--- src/rtl/inst_encoder_pkg.sv ---
// Shared definitions for the RV32I instruction encoder.
// Holds the word/opcode widths, the RV32I opcode values the encoder understands,
// the canonical NOP (addi x0,x0,0) and the field bundle struct passed to inst_pack.
package inst_encoder_pkg;

   localparam int OPWIDTH  = 7;
   localparam int REGWIDTH = 32;

   localparam logic [REGWIDTH-1:0] NOP_INST = 32'h0000_0013;

   typedef enum logic [OPWIDTH-1:0] {
      OP_RTYPE  = 7'h33,
      OP_IARITH = 7'h13,
      OP_ILOAD  = 7'h03,
      OP_STYPE  = 7'h23,
      OP_BTYPE  = 7'h63,
      OP_JAL    = 7'h6F,
      OP_JALR   = 7'h67,
      OP_LUI    = 7'h37,
      OP_AUIPC  = 7'h17
   } opcode_e;

   typedef struct packed {
      logic [OPWIDTH-1:0]  opcode;
      logic [4:0]          rd;
      logic [4:0]          rs1;
      logic [4:0]          rs2;
      logic [2:0]          funct3;
      logic [6:0]          funct7;
      logic [REGWIDTH-1:0] imm;
   } fields_t;

endpackage

--- src/rtl/inst_encoder_pack.sv ---
// inst_pack: combinational fields -> 32-bit RV32I instruction word.
// Ports:
//   fields    in   fields_t   opcode/rd/rs1/rs2/funct3/funct7/imm (imm in decoded form)
//   word      out  32         encoded word, or NOP when the bundle is not encodable
//   bad_range out  1          immediate not representable in the opcode's format
//   bad_op    out  1          opcode not supported
module inst_pack
   import inst_encoder_pkg::*;
(
   input  fields_t             fields,
   output logic [REGWIDTH-1:0] word,
   output logic                bad_range,
   output logic                bad_op
);

   logic [31:0] imm;
   logic        fits_12;   // signed 12-bit: [-2048, 2047]
   logic        fits_13e;  // signed 13-bit, even: [-4096, 4094]
   logic        fits_21e;  // signed 21-bit, even: [-2^20, 2^20-2]

   assign imm = fields.imm;

   // A value fits in N signed bits when every bit from N-1 upward equals the sign.
   assign fits_12  = (imm[31:11] == '0) || (imm[31:11] == '1);
   assign fits_13e = ((imm[31:12] == '0) || (imm[31:12] == '1)) && !imm[0];
   assign fits_21e = ((imm[31:20] == '0) || (imm[31:20] == '1)) && !imm[0];

   always_comb begin
      word      = '0;
      bad_range = 1'b0;
      bad_op    = 1'b0;
      case (fields.opcode)
         OP_RTYPE:
            word = {fields.funct7, fields.rs2, fields.rs1, fields.funct3, fields.rd, fields.opcode};
         OP_IARITH, OP_ILOAD: begin
            bad_range = !fits_12;
            word = {imm[11:0], fields.rs1, fields.funct3, fields.rd, fields.opcode};
         end
         OP_JALR: begin
            // JALR offset is treated as unsigned here; funct3 is fixed at 0.
            bad_range = (imm[31:12] != '0);
            word = {imm[11:0], fields.rs1, 3'b000, fields.rd, fields.opcode};
         end
         OP_STYPE: begin
            bad_range = !fits_12;
            word = {imm[11:5], fields.rs2, fields.rs1, fields.funct3, imm[4:0], fields.opcode};
         end
         OP_BTYPE: begin
            bad_range = !fits_13e;
            word = {imm[12], imm[10:5], fields.rs2, fields.rs1, fields.funct3,
                    imm[4:1], imm[11], fields.opcode};
         end
         OP_JAL: begin
            bad_range = !fits_21e;
            word = {imm[20], imm[10:1], imm[11], imm[19:12], fields.rd, fields.opcode};
         end
         OP_LUI, OP_AUIPC: begin
            bad_range = (imm[11:0] != '0);
            word = {imm[31:12], fields.rd, fields.opcode};
         end
         default: bad_op = 1'b1;
      endcase
      if (bad_range || bad_op) word = NOP_INST;
   end

endmodule

--- src/rtl/inst_encoder.sv ---
// inst_encoder: streams encoded RV32I words with sequential byte addresses.
// One output register stage with valid/ready on both sides.
// Ports:
//   clk, rst              clock, synchronous active-high reset
//   clr                   clears error flags, count, and address (to BASE_ADDR)
//   in_valid / in_ready   input handshake for the field bundle
//   opcode,rd,rs1,rs2,funct3,funct7,imm   instruction fields (imm in decoded form)
//   out_valid / out_ready output handshake
//   out_inst, out_addr    encoded word and its byte address
//   count                 words emitted, saturating at 16'hFFFF
//   err_range, err_opcode sticky error flags
module inst_encoder
   import inst_encoder_pkg::*;
#(
   parameter int unsigned ADDR_W    = 10,
   parameter int unsigned BASE_ADDR = 0
) (
   input  logic                clk,
   input  logic                rst,
   input  logic                clr,
   input  logic                in_valid,
   output logic                in_ready,
   input  logic [OPWIDTH-1:0]  opcode,
   input  logic [4:0]          rd,
   input  logic [4:0]          rs1,
   input  logic [4:0]          rs2,
   input  logic [2:0]          funct3,
   input  logic [6:0]          funct7,
   input  logic [REGWIDTH-1:0] imm,
   output logic                out_valid,
   input  logic                out_ready,
   output logic [REGWIDTH-1:0] out_inst,
   output logic [ADDR_W-1:0]   out_addr,
   output logic [15:0]         count,
   output logic                err_range,
   output logic                err_opcode
);

   localparam logic [ADDR_W-1:0] BASE = ADDR_W'(BASE_ADDR);

   fields_t             fields;
   logic [REGWIDTH-1:0] word;
   logic                bad_range;
   logic                bad_op;
   logic                accept;
   logic                fire;

   assign fields = '{opcode: opcode, rd: rd, rs1: rs1, rs2: rs2,
                     funct3: funct3, funct7: funct7, imm: imm};

   inst_pack u_pack (
      .fields    (fields),
      .word      (word),
      .bad_range (bad_range),
      .bad_op    (bad_op)
   );

   assign in_ready = !out_valid || out_ready;
   assign accept   = in_valid && in_ready;
   assign fire     = out_valid && out_ready;

   always_ff @(posedge clk) begin
      if (rst) begin
         out_valid  <= 1'b0;
         out_inst   <= '0;
         out_addr   <= BASE;
         count      <= '0;
         err_range  <= 1'b0;
         err_opcode <= 1'b0;
      end else begin
         // A new word may replace the one draining this cycle.
         if (accept) begin
            out_valid <= 1'b1;
            out_inst  <= word;
         end else if (fire) begin
            out_valid <= 1'b0;
         end

         // out_addr always names the word currently (or next) on the output,
         // so it only moves when a word leaves. clr re-addresses a pending word.
         if (clr) begin
            out_addr <= BASE;
            count    <= '0;
         end else if (fire) begin
            out_addr <= out_addr + ADDR_W'(4);
            if (count != 16'hFFFF) count <= count + 16'd1;
         end

         if (clr) begin
            err_range  <= 1'b0;
            err_opcode <= 1'b0;
         end else if (accept) begin
            err_range  <= err_range  | bad_range;
            err_opcode <= err_opcode | bad_op;
         end
      end
   end

endmodule

--- config.mk ---
export PLATFORM = sky130hd
export DESIGN_NAME = inst_encoder
export DESIGN_NICKNAME = d
export VERILOG_FILES = /design/src/rtl/inst_encoder_pkg.sv /design/src/rtl/inst_encoder_pack.sv /design/src/rtl/inst_encoder.sv
export SDC_FILE = /design/constraint.sdc
export NUM_CORES = 1
export LEC_CHECK = 0
export CORE_UTILIZATION = 27
export CTS_CLUSTER_DIAMETER = 200
export DETAILED_ROUTE_END_ITERATION = 10
export PLACE_DENSITY_LB_ADDON = 0.08
export SYNTH_ARGS = -nofsm -noshare
export SYNTH_HDL_FRONTEND = slang
export SYNTH_SLANG_ARGS = --single-unit
--- constraint.sdc ---
create_clock -name clk -period 2.3 [get_ports clk]
set_input_delay 0.46 -clock clk [delete_from_list [all_inputs] [get_ports clk]]
set_output_delay 0.46 -clock clk [all_outputs]
set_load 0.01 [all_outputs]
==> results.md <==
* Outcome: complete, no violations
* Data required, critical path at 2.58 ns
* Startpoint Class: input port
* Design area at 5460 um2
* First-pass GRT wire length at 17.0 mm
* Total Die Area at 11500 um2
* Worst vdd ir at 0.266 mV
* Simple-gate share of the synthesized area at 0.275
* Die Y at 107 um
* Worst slew pin tran at 0.518 ns
* Post-Layout Cell Count at 692
* Relative slew margins at 0.655
* Setup Skew at 0.00960 ns
* Main synth FF type: dfxtp_1
* Hold Path Depth at 2
* Total Wirelength at 11.0 mm
* DRC viols at 0
* Yosys reg bits at 59
* DR iter-0 viols at 129
* Combinational share of power at 0.154
* Worst-path maximum fanout at 5
* CP Buf/Inv Count at 1
* Largest family of logic cells by synthesized area: simple AND/OR/NAND/NOR gates
* Placed cells at 673
* Fmax at 0.439 GHz
* Total internal power at 1.75 mW
* # setup viols final at 0
* Max-slew violations at 0
* H-Tree Depth at 3
* Synthesis Warnings at 0
* Total gr overflow at 0
* Core area at 10800 um2
* CP max-delay cell: a2111o_1
* Gpl congestion at 0.910
* Pre-antenna DRT Iters at 5
* Sequential Power Share at 0.443
* Crit path largest cell delay at 0.55 ns
* Dpl hpwl at 8.09 mm
* Post-Synth Adder-Cell Area at 0.00838
* Clock Tree Buf Depth at 2
* Reg2reg end: count[15]$_SDFFE_PP0P_
* Final WS setup at 0.0232 ns
* Fin crit share at 0.990
* Buffers on Ports at 128
* Most frequent cell after synthesis: dfxtp_1
* Detailed-route via count at 3376
* CTS tree: yes
* Leak pwr at 2.20 nW
* Chip Width at 107 um
* Sequential share of the synthesized area at 0.395
* Switching Fraction at 0.250
* Max cap viols at 0
* Hold buffer count at cts at 0
* Crit Path Class: input port to register
* Post-DP Area at 4920 um2
* Root buffer cell: clkbuf_8
* N_diodes at 0
* Worst Hold Class: register to register
* Layout Nets at 619
* Starting Density at 0.277
* Post-synth cell types at 54
* Gr usage total at 0.193
* NetSw at 0.584 mW
* WHS Endpoint: out_inst[9]$_SDFFE_PP0P_
* Synth async-reset ratio at 0
* Post-synth design cell area at 2990 um2
* Cells after Synth at 350
* Largest net degree at the start of global routing at 30
* Largest cells by area after synthesis: dfxtp_1, o21ai_2, nand2_1, nor2_1, a22oi_1
* Crit end category: register
* Area leader, netlist: dfxtp_1
* FP Rows at 38
* Syn Area/Cell at 8.54 um2
* Synth Area in XOR/XNOR at 0.0616
* Final hold vios at 0
* Clk sink count at 59
* Antenna-violating nets left at 0
* Arr. time, crit path at 2.55 ns
* Post-synth EDFFs at 0
* Hold Startpoint: out_inst[9]$_SDFFE_PP0P_
* Worst flop-to-flop path startpoint: count[0]$_SDFFE_PP0P_
* Synth top cells by count: dfxtp_1, nand2_1, nor2_1
* Clock power frac at 0.403
* Post-layout util at 0.506
* Clock-pin slew on the worst setup and hold paths at 0.07 ns
* CTS buffer count at 9
* Via/cell ratio at 4.88
* Share of layout cells above drive strength 1 at 0.274
* P&R area growth vs syn at 82.8%
* Post-synthesis compound-gate area fraction at 0.211
* CP cell instances: clkdlybuf4s50_1, nor4_4, nand3_4, a2111o_1, or3_4, o21ai_2
* Yosys top cell area share at 0.395
* Clk Latency, worst-skew pair at 0.34 ns
* Post-layout min period at 2.28 ns
* WL per Instance at 16.0 um
* Worst reg2reg setup slack at 0.36 ns
* PD cells at 428 nW/um2
* R2r worst-path depth at 7
* Post-synthesis mux area share at 0.0101
* Initial antenna violation count at 0
* Hold WS at 0.459 ns
* Vias in the first global route at 3301
* Post-place setup slack at -0.713 ns
* Io pins at 131
* Family with the most delay on the worst path: simple AND/OR/NAND/NOR gates
## tightest hold or removal path: cells and delay by family (launching register included)
| kind | cells | cell delay, ns |
|---|---|---|
| and+or+nand+nor | 1 | 0.06 |
| DFF | 1 | 0.33 |
| AOI/OAI and AO/OA | 1 | 0.04 |
## power groups by stage
stage | clock network (mW) | registers, mW | logic, mW
2_1_floorplan | 0 | 1.06 | 0.0848
3_3_place_gp | 0 | 1.06 | 0.337
3_5_place_dp | 0 | 1.06 | 0.338
4_1_cts | 0.974 | 1.03 | 0.341
5_1_grt | 1.01 | 1.03 | 0.385
6_report | 0.941 | 1.03 | 0.360
## stage by stage
stage          TNS (ns)  power [mW]
2_1_floorplan         0        1.15
3_3_place_gp     -18.83        1.39
3_5_place_dp     -19.77        1.40
4_1_cts               0        2.35
5_1_grt         -0.0204        2.43
6_report              0        2.33
## per-layer routing
metal  wire length [um]  GRT usage
met1               4640      0.225
met2               5510      0.341
met3                786     0.0541
met4                 98     0.0558
met5                  0          0
## worst max path at each step
stage | start | endpoint | slack, ns | depth (start not counted)
CTS | imm[14] | out_inst[14]$_SDFFE_PP0P_ | 0.001 | 9
global placement | imm[27] | out_inst[28]$_SDFFE_PP0P_ | -0.68 | 7
detailed placement | imm[20] | out_inst[14]$_SDFFE_PP0P_ | -0.71 | 7
global route | imm[24] | out_inst[17]$_SDFFE_PP0P_ | -0.01 | 8
floorplan | imm[24] | out_inst[19]$_SDFFE_PP0P_ | 0.008 | 7
finish | imm[10] | out_inst[16]$_SDFFE_PP0P_ | 0.02 | 6
## placed cells by master, fill, tap and decap left out, types with 4 or more instances in the layout
cell	n
xnor2_1	10
and3_1	5
dfxtp_1	59
inv_1	6
a221oi_2	6
or2_2	5
dlymetal6s2s_1	20
dlygate4sd2_1	9
a21oi_1	4
o21ai_0	4
nand2_1	44
clkdlybuf4s15_1	5
a22o_1	8
clkdlybuf4s50_1	92
a22oi_1	17
o21ai_2	20
nand4_1	12
nand3_1	6
nor2b_1	9
buf_4	63
clkbuf_8	10
nor4_4	5
xor2_1	11
or3_4	5
nor2_1	42
buf_6	9
## repair_timing
action	CTS	global route
resized for setup	38	59
setup endpoints to repair	31	31
setup buffers	0	1
pin swaps	28	33
cloned	3	0
## sequential cells by signal, summed over array words and instances, names as in the netlist
register	flops
out_valid	1
out_addr	8
out_inst	32
err_opcode	1
count	16
err_range	1
## cell families (layout without fill, tap and decap cells)
| kind of cell | count (synthesis) | after routing |
|---|---|---|
| simple gates | 162 | 165 |
| buf+inv | 24 | 222 |
| fa+ha+maj | 2 | 2 |
| compound gates | 78 | 78 |
| mux | 3 | 3 |
| flops | 59 | 59 |
| xor+xnor | 21 | 21 |
| other cells | 1 | 2 |
## cell type report
class	count	area, um2
Clock buffer	10	138
Clock inverter	5	53.8
Fill cell	1036	5330
Inverter	6	22.5
Multi-Input combinational cell	271	1990
Sequential cell	59	1180
Tap cell	140	175
Timing Repair Buffer	201	1900
Note: power is estimated with default switching activity, not from simulation.
